**src/rtl/uart_tx_controller.sv**
```systemverilog
// uart_tx_controller
// Serialises one asynchronous-serial frame per accepted request:
// a start bit, then dataType data bits LSB first, then an optional parity bit,
// then stopBits stop bits. One bit lasts overSampling * clkDivisor clock cycles.
// The payload and the whole line configuration are captured when a request is
// accepted, so the inputs may change freely while a frame is on the line.
//
// Ports
//   clk           system clock, all logic on the rising edge
//   reset         asynchronous active-low reset
//   txValid       frame request
//   txReady       high in IDLE, a request is accepted when txValid && txReady
//   txData        payload, only the low dataType bits are sent
//   dataType      data bits per frame (5..8)
//   parityEnable  append a parity bit
//   parityType    0 = even, 1 = odd
//   stopBits      stop bit count (1 or 2)
//   overSampling  oversample ticks per bit (13 or 16)
//   clkDivisor    clock cycles per oversample tick (nonzero)
//   tx            registered serial line, idles high
//   busy          frame in progress
//   frameDone     one-cycle pulse in the first IDLE cycle after a frame
//   configError   one-cycle pulse when a request with an illegal configuration is dropped
module uart_tx_controller #(
    parameter int DATA_WIDTH = 8
) (
    input  logic                  clk,
    input  logic                  reset,
    input  logic                  txValid,
    output logic                  txReady,
    input  logic [DATA_WIDTH-1:0] txData,
    input  logic [3:0]            dataType,
    input  logic                  parityEnable,
    input  logic                  parityType,
    input  logic [1:0]            stopBits,
    input  logic [4:0]            overSampling,
    input  logic [15:0]           clkDivisor,
    output logic                  tx,
    output logic                  busy,
    output logic                  frameDone,
    output logic                  configError
);

    typedef enum logic [2:0] {
        IDLE   = 3'd0,
        START  = 3'd1,
        DATA   = 3'd2,
        PARITY = 3'd3,
        STOP   = 3'd4
    } state_t;

    // Parity over the low nbits of data; starting from 'odd' yields the
    // inverted (odd) parity bit directly.
    function automatic logic calc_parity(input logic [DATA_WIDTH-1:0] data,
                                         input logic [3:0]            nbits,
                                         input logic                  odd);
        logic p;
        p = odd;
        for (int i = 0; i < DATA_WIDTH; i++) begin
            if (i < int'(nbits)) begin
                p = p ^ data[i];
            end else begin
                p = p;
            end
        end
        return p;
    endfunction

    state_t                  state_r, state_nxt_s;
    logic [15:0]             cyc_r;
    logic [4:0]              tick_r;
    logic [3:0]              bit_r;
    logic [1:0]              stop_cnt_r;
    logic [DATA_WIDTH-1:0]   shift_r;
    logic                    parity_r;
    logic [3:0]              dtype_r;
    logic                    par_en_r;
    logic [1:0]              stop_r;
    logic [4:0]              os_r;
    logic [15:0]             div_r;
    logic                    tx_r, frame_done_r, cfg_err_r;

    logic                    tx_nxt_s, done_nxt_s, err_nxt_s;
    logic                    load_s, shift_s, stop_inc_s;
    logic                    cfg_legal_s, bit_end_s, clear_s;

    assign cfg_legal_s = (dataType >= 4'd5) && (dataType <= 4'd8) &&
                         (int'(dataType) <= DATA_WIDTH) &&
                         ((overSampling == 5'd13) || (overSampling == 5'd16)) &&
                         ((stopBits == 2'd1) || (stopBits == 2'd2)) &&
                         (clkDivisor != 16'd0);

    // Last cycle of the current bit time.
    assign bit_end_s = (cyc_r == (div_r - 16'd1)) && (tick_r == (os_r - 5'd1));

    // Any state change (including acceptance) restarts the bit timing.
    assign clear_s = (state_nxt_s != state_r);

    assign tx          = tx_r;
    assign frameDone   = frame_done_r;
    assign configError = cfg_err_r;
    assign txReady     = (state_r == IDLE);
    assign busy        = (state_r != IDLE);

    // Next-state and next-output decode; tx is computed one cycle ahead so the
    // registered line changes exactly on the bit boundary edge.
    always_comb begin
        state_nxt_s = state_r;
        tx_nxt_s    = 1'b1;
        done_nxt_s  = 1'b0;
        err_nxt_s   = 1'b0;
        load_s      = 1'b0;
        shift_s     = 1'b0;
        stop_inc_s  = 1'b0;
        case (state_r)
            IDLE: begin
                if (txValid) begin
                    if (cfg_legal_s) begin
                        state_nxt_s = START;
                        tx_nxt_s    = 1'b0;
                        load_s      = 1'b1;
                    end else begin
                        err_nxt_s = 1'b1;
                    end
                end else begin
                    tx_nxt_s = 1'b1;
                end
            end
            START: begin
                tx_nxt_s = 1'b0;
                if (bit_end_s) begin
                    state_nxt_s = DATA;
                    tx_nxt_s    = shift_r[0];
                end else begin
                    tx_nxt_s = 1'b0;
                end
            end
            DATA: begin
                tx_nxt_s = shift_r[0];
                if (bit_end_s) begin
                    if (bit_r == (dtype_r - 4'd1)) begin
                        if (par_en_r) begin
                            state_nxt_s = PARITY;
                            tx_nxt_s    = parity_r;
                        end else begin
                            state_nxt_s = STOP;
                            tx_nxt_s    = 1'b1;
                        end
                    end else begin
                        shift_s  = 1'b1;
                        tx_nxt_s = shift_r[1];
                    end
                end else begin
                    tx_nxt_s = shift_r[0];
                end
            end
            PARITY: begin
                tx_nxt_s = parity_r;
                if (bit_end_s) begin
                    state_nxt_s = STOP;
                    tx_nxt_s    = 1'b1;
                end else begin
                    tx_nxt_s = parity_r;
                end
            end
            STOP: begin
                tx_nxt_s = 1'b1;
                if (bit_end_s) begin
                    if (stop_cnt_r == (stop_r - 2'd1)) begin
                        state_nxt_s = IDLE;
                        done_nxt_s  = 1'b1;
                    end else begin
                        stop_inc_s = 1'b1;
                    end
                end else begin
                    stop_inc_s = 1'b0;
                end
            end
            default: begin
                state_nxt_s = IDLE;
                tx_nxt_s    = 1'b1;
            end
        endcase
    end

    // State register and registered line outputs.
    always_ff @(posedge clk or negedge reset) begin
        if (!reset) begin
            state_r      <= IDLE;
            tx_r         <= 1'b1;
            frame_done_r <= 1'b0;
            cfg_err_r    <= 1'b0;
        end else begin
            state_r      <= state_nxt_s;
            tx_r         <= tx_nxt_s;
            frame_done_r <= done_nxt_s;
            cfg_err_r    <= err_nxt_s;
        end
    end

    // Cycle and tick counters; the tick counter advances when the cycle counter wraps.
    always_ff @(posedge clk or negedge reset) begin
        if (!reset) begin
            cyc_r  <= 16'd0;
            tick_r <= 5'd0;
        end else if (clear_s || (state_r == IDLE)) begin
            cyc_r  <= 16'd0;
            tick_r <= 5'd0;
        end else if (cyc_r == (div_r - 16'd1)) begin
            cyc_r <= 16'd0;
            if (tick_r == (os_r - 5'd1)) begin
                tick_r <= 5'd0;
            end else begin
                tick_r <= tick_r + 5'd1;
            end
        end else begin
            cyc_r <= cyc_r + 16'd1;
        end
    end

    // Frame capture on acceptance, then data shifting and stop-bit counting.
    always_ff @(posedge clk or negedge reset) begin
        if (!reset) begin
            shift_r    <= '0;
            parity_r   <= 1'b0;
            dtype_r    <= 4'd0;
            par_en_r   <= 1'b0;
            stop_r     <= 2'd0;
            os_r       <= 5'd0;
            div_r      <= 16'd0;
            bit_r      <= 4'd0;
            stop_cnt_r <= 2'd0;
        end else if (load_s) begin
            shift_r    <= txData;
            parity_r   <= calc_parity(txData, dataType, parityType);
            dtype_r    <= dataType;
            par_en_r   <= parityEnable;
            stop_r     <= stopBits;
            os_r       <= overSampling;
            div_r      <= clkDivisor;
            bit_r      <= 4'd0;
            stop_cnt_r <= 2'd0;
        end else begin
            if (shift_s) begin
                shift_r <= shift_r >> 1;
                bit_r   <= bit_r + 4'd1;
            end
            if (stop_inc_s) begin
                stop_cnt_r <= stop_cnt_r + 2'd1;
            end
        end
    end

endmodule
```
**config.mk**
```make
export PLATFORM = sky130hd
export DESIGN_NAME = uart_tx_controller
export DESIGN_NICKNAME = d
export VERILOG_FILES = /design/src/rtl/uart_tx_controller.sv
export SDC_FILE = /design/constraint.sdc
export NUM_CORES = 1
export LEC_CHECK = 0
export BUFFER_PORTS_ARGS = -buffer_cell sky130_fd_sc_hd__buf_2
export CAP_MARGIN = 20
export CELL_PAD_IN_SITES_DETAIL_PLACEMENT = 1
export CELL_PAD_IN_SITES_GLOBAL_PLACEMENT = 2
export CORE_UTILIZATION = 24
export DETAILED_ROUTE_END_ITERATION = 8
export GPL_ROUTABILITY_DRIVEN = 1
export PLACE_DENSITY = 0.59
export RECOVER_POWER = 50
export SETUP_SLACK_MARGIN = 0.3
export SLEW_MARGIN = 20
export SYNTH_ARGS = -nofsm -noshare
export SYNTH_HDL_FRONTEND = slang
export SYNTH_SLANG_ARGS = --single-unit
```
**constraint.sdc**
```tcl
create_clock -name clk -period 2.8 [get_ports clk]
set_input_delay 0.14 -clock clk [delete_from_list [all_inputs] [get_ports clk]]
set_output_delay 0.14 -clock clk [all_outputs]
set_load 0.03 [all_outputs]
```
==> summary.txt <==
Run status
  • Outcome: finished with violations
  • Failing checks: capacitance limit, slew limit

STA
  • # setup viols final: 0
  • Achievable Freq: 363 MHz
  • Crit path time final: 2.75 ns
  • Slew HR: -27.7%
  • TNS Setup: 0 ns
  • Slew Viols, Final: 31
  • Hold_ws: 0.0220 ns
  • Final Hold Violating Endpoints: 0
  • Actual slew at the worst max-slew pin: 1.91 ns
  • Setup WS post-layout: 0.0465 ns
  • RSZ-0062 raised after global routing: yes
  • Final Skew: 0.00393 ns
  • Final Cycle Share: 98.3%

Clock network
  • Clk sink count: 70
  • Worst-path clk slew: 0.06 ns
  • CTS tree: done
  • H-tree levels: 3
  • TritonCTS Buffers: 9
  • Max Root-Sink Buffers: 2
  • Clk root buf: clkbuf_16
  • Skew-Pair Late Insertion Delay: 0.34 ns

Floorplan
  • Core ar.: 17,300 um2
  • Die W: 135 um
  • Ports: 45
  • Effective utilization at floorplan: 24.7%
  • Die ar.: 18,300 um2
  • Die Y: 135 um
  • Cell row count: 48

Setup path
  • CP cell instances: nor4_4 -> nand2_2 -> or4_4 -> nand2_4 -> nand4_4 -> or3_4 -> or4_1 -> a21oi_2
  • R2R setup slack: 0.05 ns
  • Setup crit end kind: flop
  • CP startpoint kind: flop
  • Largest stage delay on the critical path: 0.54 ns
  • R2R cell count: 8
  • Worst R2R End: state_r[1]
  • Critical path fanouts, max: 8
  • Reg-to-Reg Start: div_r[6]
  • Critical path data arrival time: 3.02 ns
  • Critical Setup Path Class: flop to flop
  • Req. time, crit path: 3.06 ns
  • Cell at the slowest stage of the critical path: or4_4
  • Critical path origin: div_r[6]

Synthesis
  • Synth warn: 0
  • Post-synthesis cell type count: 55
  • Mapped Area: 4260 um2
  • Synth Register Bits: 70
  • Seq/Total Area, Yosys: 41.1%
  • EDFF count, synth: 0
  • Synth Area per Inst: 8.60 um2
  • Mapped Nets: 542
  • Ranking of synthesized cells by area: dfrtp_1, nand2_1, xnor2_1
  • Cell taking the most area after synthesis: dfrtp_1
  • Top FF cell, synth: dfrtp_1
  • Synth Instances: 496
  • Asr flop ratio synth: 100%
  • Top cell type's share of synthesized area: 40.5%

Power and ir drop
  • P_sw: 0.000505 W
  • Comb pwr share: 4.6%
  • P_int: 0.00191 W
  • Maximum VDD drop: 265 uV
  • Flop pwr share: 41.8%
  • Static leakage: 2.45 nW
  • Clk pwr share: 53.5%
  • Sw Ratio: 20.9%
  • PD cells: 431 nW/um2

Cells and area
  • Share of post-route cells with drive strength above 1: 25.4%
  • Layout area overhead: 31.5%
  • Final Core Density: 32.4%
  • Final #Nets: 623

Placement
  • Post-DP HPWL: 9.70 mm
  • I/O Buffers: 44
  • Place WS: -0.130 ns
  • Gpl congestion: 0.766

Drt
  • Drt pass-1 iters: 4
  • First DRT Iteration DRCs: 117
  • Routed vias/inst: 4.80
  • DR DRC count: 0
  • Post-DRT Antenna Nets: 0
  • Post-DR wirelength/cell: 16.5 um
  • Via count: 3,879
  • Drt total wl: 13.3 mm

Hold path
  • WHS Endpoint: stop_r[1]
  • Min-delay worst type: input port to flop
  • Min-delay src: stopBits[1]
  • Hold depth: 3

Global route
  • Global route overflow: 0
  • Vias in the first global route: 4,101
  • Largest net degree at the start of global routing: 41
  • Number of antenna violations at the first check in global routing: 0
  • First-pass GRT wire length: 21.9 mm
  • GR Util All Layers: 15.8%

Run
  • Max-cap violations: 1
==> cell usage in the layout (no fill, tap or decap), types with 4 or more instances in the layout <==
| cell type | Yosys | routed |
|---|---|---|
| a31oi_1 | 8 | 8 |
| nor4_1 | 9 | 7 |
| and3_1 | 6 | 6 |
| nand2_1 | 89 | 86 |
| buf_6 | 2 | 6 |
| nand4_1 | 11 | 11 |
| clkbuf_1 | 18 | 5 |
| nor2_1 | 42 | 42 |
| o21ai_0 | 30 | 20 |
| nor3_1 | 11 | 10 |
| nor2b_1 | 6 | 6 |
| nand3_1 | 20 | 18 |
| a21oi_2 | 0 | 6 |
| or3_4 | 1 | 4 |
| buf_4 | 0 | 33 |
| mux2i_1 | 4 | 4 |
| nor4b_1 | 7 | 6 |
| dlygate4sd3_1 | 0 | 7 |
| xnor2_1 | 34 | 34 |
| nand2_2 | 3 | 5 |
| o21ai_2 | 0 | 8 |
| buf_2 | 3 | 40 |
| a21o_1 | 6 | 6 |
| a21oi_1 | 23 | 17 |
| dfrtp_1 | 69 | 67 |
| nand4b_1 | 5 | 5 |
| inv_1 | 14 | 12 |
| ha_1 | 6 | 5 |
| xor2_1 | 22 | 22 |
| clkbuf_16 | 0 | 9 |
==> logic make-up (layout without fill, tap and decap cells) <==
kind of cell    count (synthesis)  count (layout)  synth area share (%)
flops                          70              70                  41.1
simple gates                  237             237                  28.9
fa+ha+maj                       6               6                  1.76
other cells                     0               1                     0
buf+inv                        37             123                  3.70
xor+xnor                       56              56                  11.5
mux                             5               5                  1.20
compound gates                 85              85                  11.8
==> critical path: cells and delay by family, from the launching register on <==
kind | cells | cell delay (ns)
DFF | 1 | 0.45
AOI/OAI and AO/OA | 1 | 0.13
and+or+nand+nor | 7 | 2.09
==> final cells by class <==
cell class | instances | area [um2]
Clock inverter | 3 | 65.1
Sequential cell | 70 | 1760
Tap cell | 225 | 282
Antenna cell | 1 | 2.50
Inverter | 14 | 52.6
Timing Repair Buffer | 93 | 661
Multi-Input combinational cell | 389 | 2520
Clock buffer | 13 | 270
Fill cell | 2030 | 11700
==> synth_stat cells (all sizes together) (5+ instances only) <==
master   n
nand2   92
o21ai   31
nor4b    7
or4      5
clkbuf  18
nor2b    6
ha       6
a21o     6
dfrtp   69
inv     14
nor3    12
and3     6
nor4    12
nand4b   5
nand3   20
xor2    22
or3      5
nand4   12
nor2    42
a21oi   23
buf      5
xnor2   34
a31oi    8
==> registers in the layout (all words and copies together) (netlist names) <==
signal / flops
cyc_r: 16
div_r: 16
shift_r: 8
os_r: 5
tick_r: 5
bit_r: 4
dtype_r: 4
state_r: 3
stop_cnt_r: 2
stop_r: 2
configError: 1
frameDone: 1
par_en_r: 1
parity_r: 1
tx: 1
==> power by group through the flow <==
stage | combinational, W | clock (W) | sequential [W]
floorplan | 0.0000343 | 0 | 0.00103
global placement | 0.000106 | 0 | 0.00103
detailed placement | 0.000109 | 0 | 0.00103
CTS | 0.000117 | 0.00133 | 0.00101
global route | 0.000127 | 0.00137 | 0.00101
finish | 0.000112 | 0.00129 | 0.00101
==> through the flow <==
stage,area (um2),cells,total power [W]
after floorplan,4290,496,0.00106
after global placement,4930,770,0.00114
after detailed placement,4930,770,0.00114
after CTS,5480,802,0.00246
after global routing,5600,807,0.00251
final,5610,808,0.00242
==> metal layers <==
metal	vias to the layer above	global-route usage, %	part of all wire, %
met5	-	0	0
met4	0	6.80	1.8
met3	13	2.66	2.5
met2	37	27.5	51
met1	1936	19.1	44
li1	1893	-	-
==> worst max path at each step <==
| stage | slack, ns | endpoint | cells past startpoint |
|---|---|---|---|
| 3_5_place_dp | -0.13 | state_r[2] | 9 |
| 3_3_place_gp | -0.006 | stop_cnt_r[1] | 9 |
| 2_1_floorplan | 0.03 | tick_r[3] | 11 |
| 4_1_cts | 0.04 | cyc_r[9] | 12 |
| 5_1_grt | -0.09 | state_r[1] | 11 |
| 6_report | 0.05 | state_r[1] | 8 |
==> timing repair <==
item	4_1_cts	5_1_grt
hold endpoints to repair	36	0
buffers inserted	9	5
pin swaps	6	3
setup endpoints to repair	40	41
hold buffers	7	0
gates resized for setup	30	23
Power figures use the tool's default switching activity.
